==> src/rtl/ieeedrv_pkg.sv <==
// ieeedrv_pkg: bus struct, handshake states and idle bus constant shared by host and drive
package ieeedrv_pkg;
  typedef struct packed {
    logic [7:0] data;
    logic       atn;
    logic       eoi;
    logic       dav;
    logic       nrfd;
    logic       ndac;
    logic       ifc;
    logic       ren;
    logic       srq;
  } st_ieee_bus;

  typedef enum logic [2:0] {
    IDLE,
    S_SETTLE,
    S_WAIT_RFD,
    S_DAV,
    S_WAIT_DAC,
    A_RDY,
    A_WAIT_DAV,
    A_WAIT_REL
  } hs_state_t;

  localparam st_ieee_bus IEEE_BUS_IDLE = '0;
endpackage

==> src/rtl/ieee_hs_timer.sv <==
// ieee_hs_timer: ce-gated saturating 16-bit tick counter; done flags the tick that reaches limit
module ieee_hs_timer (
  input  logic        clk_sys,
  input  logic        reset,
  input  logic        ce,
  input  logic        clr,
  input  logic [15:0] limit,
  output logic        done
);
  logic [15:0] cnt;
  always_ff @(posedge clk_sys or posedge reset)
    if (reset) cnt <= '0;
    else if (clr) cnt <= '0;
    else if (ce && cnt != 16'hFFFF) cnt <= cnt + 16'd1;
  assign done = ce && ({1'b0, cnt} + 17'd1 >= {1'b0, limit});
endmodule

==> src/rtl/ieee_host_hs.sv <==
// ieee_host_hs: host-side IEEE-488 source/acceptor handshake engine between PET core streams and the bus
module ieee_host_hs
  import ieeedrv_pkg::*;
#(
  parameter int unsigned SETTLE_TICKS  = 2,
  parameter logic [15:0] TIMEOUT_TICKS = 16'd65535
) (
  input  logic       clk_sys,
  input  logic       reset,
  input  logic       ce,
  input  st_ieee_bus bus_i,
  output st_ieee_bus bus_o,
  input  logic       listen,
  input  logic       tx_valid,
  input  logic [7:0] tx_data,
  input  logic       tx_eoi,
  input  logic       tx_atn,
  output logic       tx_ready,
  output logic       rx_valid,
  output logic [7:0] rx_data,
  output logic       rx_eoi,
  input  logic       rx_ready,
  output logic       err_nodev,
  output logic       err_timeout,
  input  logic       err_clr,
  output logic       busy
);
  hs_state_t state, state_d;
  st_ieee_bus bus_d;
  logic rx_valid_d, rx_eoi_d, set_nodev, set_to, tmr_done, timed_out;
  logic [7:0] rx_data_d;
  logic [15:0] tmr_limit;
  logic unused_bus;

  assign unused_bus = ^{bus_i.atn, bus_i.ren, bus_i.srq};
  assign busy = state != IDLE;
  assign tmr_limit = (state == S_SETTLE) ? 16'(SETTLE_TICKS) : TIMEOUT_TICKS;
  assign timed_out = tmr_done && (state inside {S_WAIT_RFD, S_WAIT_DAC, A_WAIT_REL});

  ieee_hs_timer u_timer (
    .clk_sys (clk_sys),
    .reset   (reset),
    .ce      (ce),
    .clr     (state_d != state),
    .limit   (tmr_limit),
    .done    (tmr_done)
  );

  always_ff @(posedge clk_sys or posedge reset)
    if (reset) begin
      state       <= IDLE;
      bus_o       <= IEEE_BUS_IDLE;
      rx_valid    <= 1'b0;
      rx_data     <= '0;
      rx_eoi      <= 1'b0;
      err_nodev   <= 1'b0;
      err_timeout <= 1'b0;
    end else begin
      state       <= state_d;
      bus_o       <= bus_d;
      rx_valid    <= rx_valid_d;
      rx_data     <= rx_data_d;
      rx_eoi      <= rx_eoi_d;
      err_nodev   <= set_nodev | (err_nodev & ~err_clr);
      err_timeout <= set_to | (err_timeout & ~err_clr);
    end

  always_comb begin
    state_d    = state;
    bus_d      = bus_o;
    rx_valid_d = rx_valid & ~rx_ready;
    rx_data_d  = rx_data;
    rx_eoi_d   = rx_eoi;
    set_nodev  = 1'b0;
    set_to     = 1'b0;
    tx_ready   = 1'b0;
    if (bus_i.ifc) begin
      state_d    = IDLE;
      bus_d      = IEEE_BUS_IDLE;
      rx_valid_d = 1'b0;
    end else if (timed_out) begin
      set_to  = 1'b1;
      state_d = IDLE;
      bus_d   = IEEE_BUS_IDLE;
    end else begin
      case (state)
        IDLE:
          if (!listen && tx_valid) begin
            tx_ready   = 1'b1;
            state_d    = S_SETTLE;
            bus_d      = IEEE_BUS_IDLE;
            bus_d.data = tx_data;
            bus_d.eoi  = tx_eoi;
            bus_d.atn  = tx_atn;
          end else if (listen && !rx_valid) state_d = A_RDY;
          else if (!listen) bus_d = IEEE_BUS_IDLE;
        S_SETTLE:
          if (tmr_done) begin
            // Nobody pulling either acceptor line means the bus is empty
            if (!bus_i.nrfd && !bus_i.ndac) begin
              set_nodev = 1'b1;
              state_d   = IDLE;
              bus_d     = IEEE_BUS_IDLE;
            end else state_d = S_WAIT_RFD;
          end
        S_WAIT_RFD:
          if (!bus_i.nrfd) begin
            bus_d.dav = 1'b1;
            state_d   = S_DAV;
          end
        S_DAV: state_d = S_WAIT_DAC;
        S_WAIT_DAC:
          if (!bus_i.ndac) begin
            bus_d     = IEEE_BUS_IDLE;
            bus_d.atn = tx_valid & tx_atn & ~listen;
            state_d   = IDLE;
          end
        A_RDY: begin
          bus_d      = IEEE_BUS_IDLE;
          bus_d.ndac = 1'b1;
          state_d    = A_WAIT_DAV;
        end
        A_WAIT_DAV:
          if (bus_i.dav) begin
            rx_data_d  = bus_i.data;
            rx_eoi_d   = bus_i.eoi;
            rx_valid_d = 1'b1;
            bus_d.nrfd = 1'b1;
            state_d    = A_WAIT_REL;
          end
        A_WAIT_REL:
          // NDAC is released one cycle after NRFD goes up, before watching DAV
          if (bus_o.ndac) bus_d.ndac = 1'b0;
          else if (!bus_i.dav) begin
            bus_d.ndac = 1'b1;
            state_d    = IDLE;
          end
        default: state_d = IDLE;
      endcase
    end
  end
endmodule

==> config.mk <==
export PLATFORM = sky130hd
export DESIGN_NAME = ieee_host_hs
export DESIGN_NICKNAME = d
export VERILOG_FILES = /design/src/rtl/ieeedrv_pkg.sv /design/src/rtl/ieee_hs_timer.sv /design/src/rtl/ieee_host_hs.sv
export SDC_FILE = /design/constraint.sdc
export NUM_CORES = 1
export LEC_CHECK = 0
export ABC_AREA = 1
export ABC_CLOCK_PERIOD_IN_PS = 9700
export BUFFER_PORTS_ARGS = -buffer_cell sky130_fd_sc_hd__buf_2
export CAP_MARGIN = 10
export CORE_UTILIZATION = 55
export DETAILED_ROUTE_END_ITERATION = 6
export GPL_ROUTABILITY_DRIVEN = 0
export PLACE_DENSITY = 0.85
export RECOVER_POWER = 50
export SKIP_CTS_REPAIR_TIMING = 1
export SLEW_MARGIN = 15
export SYNTH_ARGS = -nofsm -noshare
export SYNTH_HDL_FRONTEND = slang
export SYNTH_HIERARCHICAL = 1
export SYNTH_SLANG_ARGS = --single-unit
==> constraint.sdc <==
create_clock -name clk_sys -period 9.7 [get_ports clk_sys]
set_clock_uncertainty 0.1 [all_clocks]
set_input_delay 1.94 -clock clk_sys [delete_from_list [all_inputs] [get_ports clk_sys]]
set_output_delay 1.94 -clock clk_sys [all_outputs]
set_load 0.1 [all_outputs]
==> qor.yml <==
num-nets-final: 520
postSynthAreaPerCell_um2: 7.253
drcViolationCount: 0
power_density_over_cell_area_nw_per_um2: 260.8
slew_headroom_pct: 21.82
area_leader_netlist: "sky130_fd_sc_hd__dfrtp_1"
crit_path_end_kind: "output port"
hold_violations: 0
netlist.area_leader.share_pct: 36.67
critPathLaunchType: "primary input"
cell_by_cell_trace_of_the_critical_path: "buf_2 -> inv_1 -> nand2_1 -> inv_1 -> nand3_1 -> clkinv_1 -> buf_2"
worst_slew_pin_slew_ns: 1.178
cts-buffers-inserted: 5
vdd_ir_drop_max_uv: 288.9
timing.reg2reg.setup_slack_ns: 5.32
placement_rows: 26
tritoncts: "yes"
critical_path.max_stage_delay_ns: 0.46
p_leak_nw: 2.058
clk_root_buffer_cell: "sky130_fd_sc_hd__clkbuf_8"
floorplan.io_pins: 63
core_area_um2: 5172
rsz0062_at_grt: "no"
layout-area-overhead-vs-synth_pct: 13.67
worst_reg2reg_path_startpoint: "state[1]"
crit_cells: 7
layout_commonest_cell: "sky130_fd_sc_hd__nand2_1"
initial_utilization_pct: 58.06
io_buffers: 56
drive_above_1_share_pct: 19.96
ys.warnings.count: 6
worst_r2r_endpoint: "u_timer/cnt[10]"
die_x_um: 75.89
setup_viol_count_final: 0
grt_first_pass_wirelength_um: 10820
drv_slew: 0
syn_inst: 414
clock_latency_reported_for_the_late_side_of_the_worst_skew_pair_ns: 0.30
synth_top_cells_by_area: "sky130_fd_sc_hd__dfrtp_1, sky130_fd_sc_hd__nand2_1, sky130_fd_sc_hd__inv_1"
achievable-frequency_mhz: 200.0
report.power.total_mw: 0.8903
flop_and_latch_count_out_of_synthesis: 44
grt_antenna_before_repair: 0
grt_usage_pct: 25.17
clkSinkCount: 44
syn-cell-area_um2: 3003
run_status: "completed"
drv.max_cap_violation_count: 0
antenna_cells_inserted: 0
critical_path_peak_fanout: 10
crit_type: "in2out"
cp-startpoint: "listen"
worst_ep_arrival_time_ns: 2.96
mostFrequentLayoutCells: "sky130_fd_sc_hd__nand2_1, sky130_fd_sc_hd__inv_1, sky130_fd_sc_hd__buf_2, sky130_fd_sc_hd__dfrtp_1, sky130_fd_sc_hd__nor2_1"
wirelength_um: 6552
grt_max_degree: 29
layout_worst_path_cycle_share_pct: 51.55
worst_r2r_path_depth: 26
slowest_stage: "sky130_fd_sc_hd__buf_2"
yosysSeqAreaShare_pct: 36.67
via_count_of_the_first_global_routing_pass: 2570
setup-tns-final_ns: 0
routed_wire_length_per_instance_um: 12.11
worstPathBufferInverterCount: 5
vias_per_cell: 5.050
die_h_um: 75.89
drt-initial-drc-count: 125
yosysUniqueCellTypes: 36
post-route-min-period_ns: 5.001
ctsLongestPathBuffers: 2
grt.overflow.total: 0
detailedRoute.firstPassIterationCount: 4
clkSlewWorstSetupHoldPaths_ns: 0.09
design.die.area_um2: 5759
postRouteAntennaNets: 0
cp_data_required_time_ns: 7.66
crit_path_end: "tx_ready"
hold_path_class: "reg2reg"
path_delay_family: "buffers and inverters"
dpl.hpwl_um: 5167
vias: 2732
h-tree-depth: 2
-- report_power, final --
group	switching (mW)	total, mW	internal [mW]	leakage (nW)
Combinational	0.401	0.499	0.0980	1.40
Sequential	0.0302	0.244	0.214	0.604
Clock	0.0697	0.147	0.0777	0.0548
Total	0.501	0.890	0.389	2.06
-- layer usage --
layer	global-route usage [%]	vias to the layer above	share of wire [%]
met2	43.95	82	50
met1	29.97	1232	43
li1	-	1400	-
met5	0	-	0
met3	4.497	18	4.7
met4	11.93	0	2.7
-- stage by stage --
step	util (%)	worst slack, ns	area [um2]	instances	hold slack (ns)
2_1_floorplan	-	4.807	3010	416	0.4018
3_3_place_gp	63.91	4.713	3306	533	0.3500
3_5_place_dp	63.91	4.701	3306	533	0.3544
4_1_cts	66.13	4.702	3421	541	0.3764
5_1_grt	65.99	4.563	3413	541	0.3984
6_report	65.99	4.699	3413	541	0.3732
-- how the worst min path moves through the flow --
stage                          startpoint              end  cells after the start
final                           bus_o[14]        bus_o[14]                      2
after global routing           rx_data[4]       rx_data[4]                      2
after CTS                        bus_o[8]         bus_o[8]                      2
after detailed placement       rx_data[1]       rx_data[1]                      2
after global placement         rx_data[1]       rx_data[1]                      2
after floorplan           u_timer/cnt[15]  u_timer/cnt[15]                      2
-- sequential cells by signal, summed over array words and instances, names as in the netlist --
| register | flops |
|---|---|
| state | 3 |
| rx_eoi | 1 |
| rx_data | 8 |
| rx_valid | 1 |
| err_nodev | 1 |
| u_timer/cnt | 16 |
| bus_o | 13 |
| err_timeout | 1 |
-- layout make-up --
type / count / area [um2]
Clock inverter: 3 / 46.29
Tap cell: 70 / 87.58
Sequential cell: 44 / 1101
Clock buffer: 5 / 68.82
Inverter: 63 / 236.5
Multi-Input combinational cell: 300 / 1598
Fill cell: 439 / 1759
Timing Repair Buffer: 56 / 275.3
-- kinds of logic (layout without fill, tap and decap cells) --
family	Yosys count	in the layout	share of synthesized area (%)
adders and majority gates	17	17	7.083
AOI/OAI and AO/OA	31	31	6.917
other	2	4	0.2501
and+or+nand+nor	240	240	36.21
DFF	44	44	36.67
buffers and inverters	72	127	10.29
xor gates and xnor gates	8	8	2.584
-- cell usage after synthesis, drive strengths merged --
library cell,n
nor2,40
nor3,4
nand2,147
buf,8
a21o,2
dfrtp,44
xor2,8
nand3b,2
or2,2
nand4,7
ha,17
o22ai,1
inv,62
o21ai,19
clkbuf,1
conb,2
a21oi,7
nand3,38
o21bai,2
clkinv,1
-- worst min-delay path, cell delays in order (launching register included) --
cell and delay, ns:
sky130_fd_sc_hd__dfrtp_1 0.35, sky130_fd_sc_hd__nand2_1 0.05, sky130_fd_sc_hd__nand2_1 0.05
Note: power is estimated with default switching activity, not from simulation.
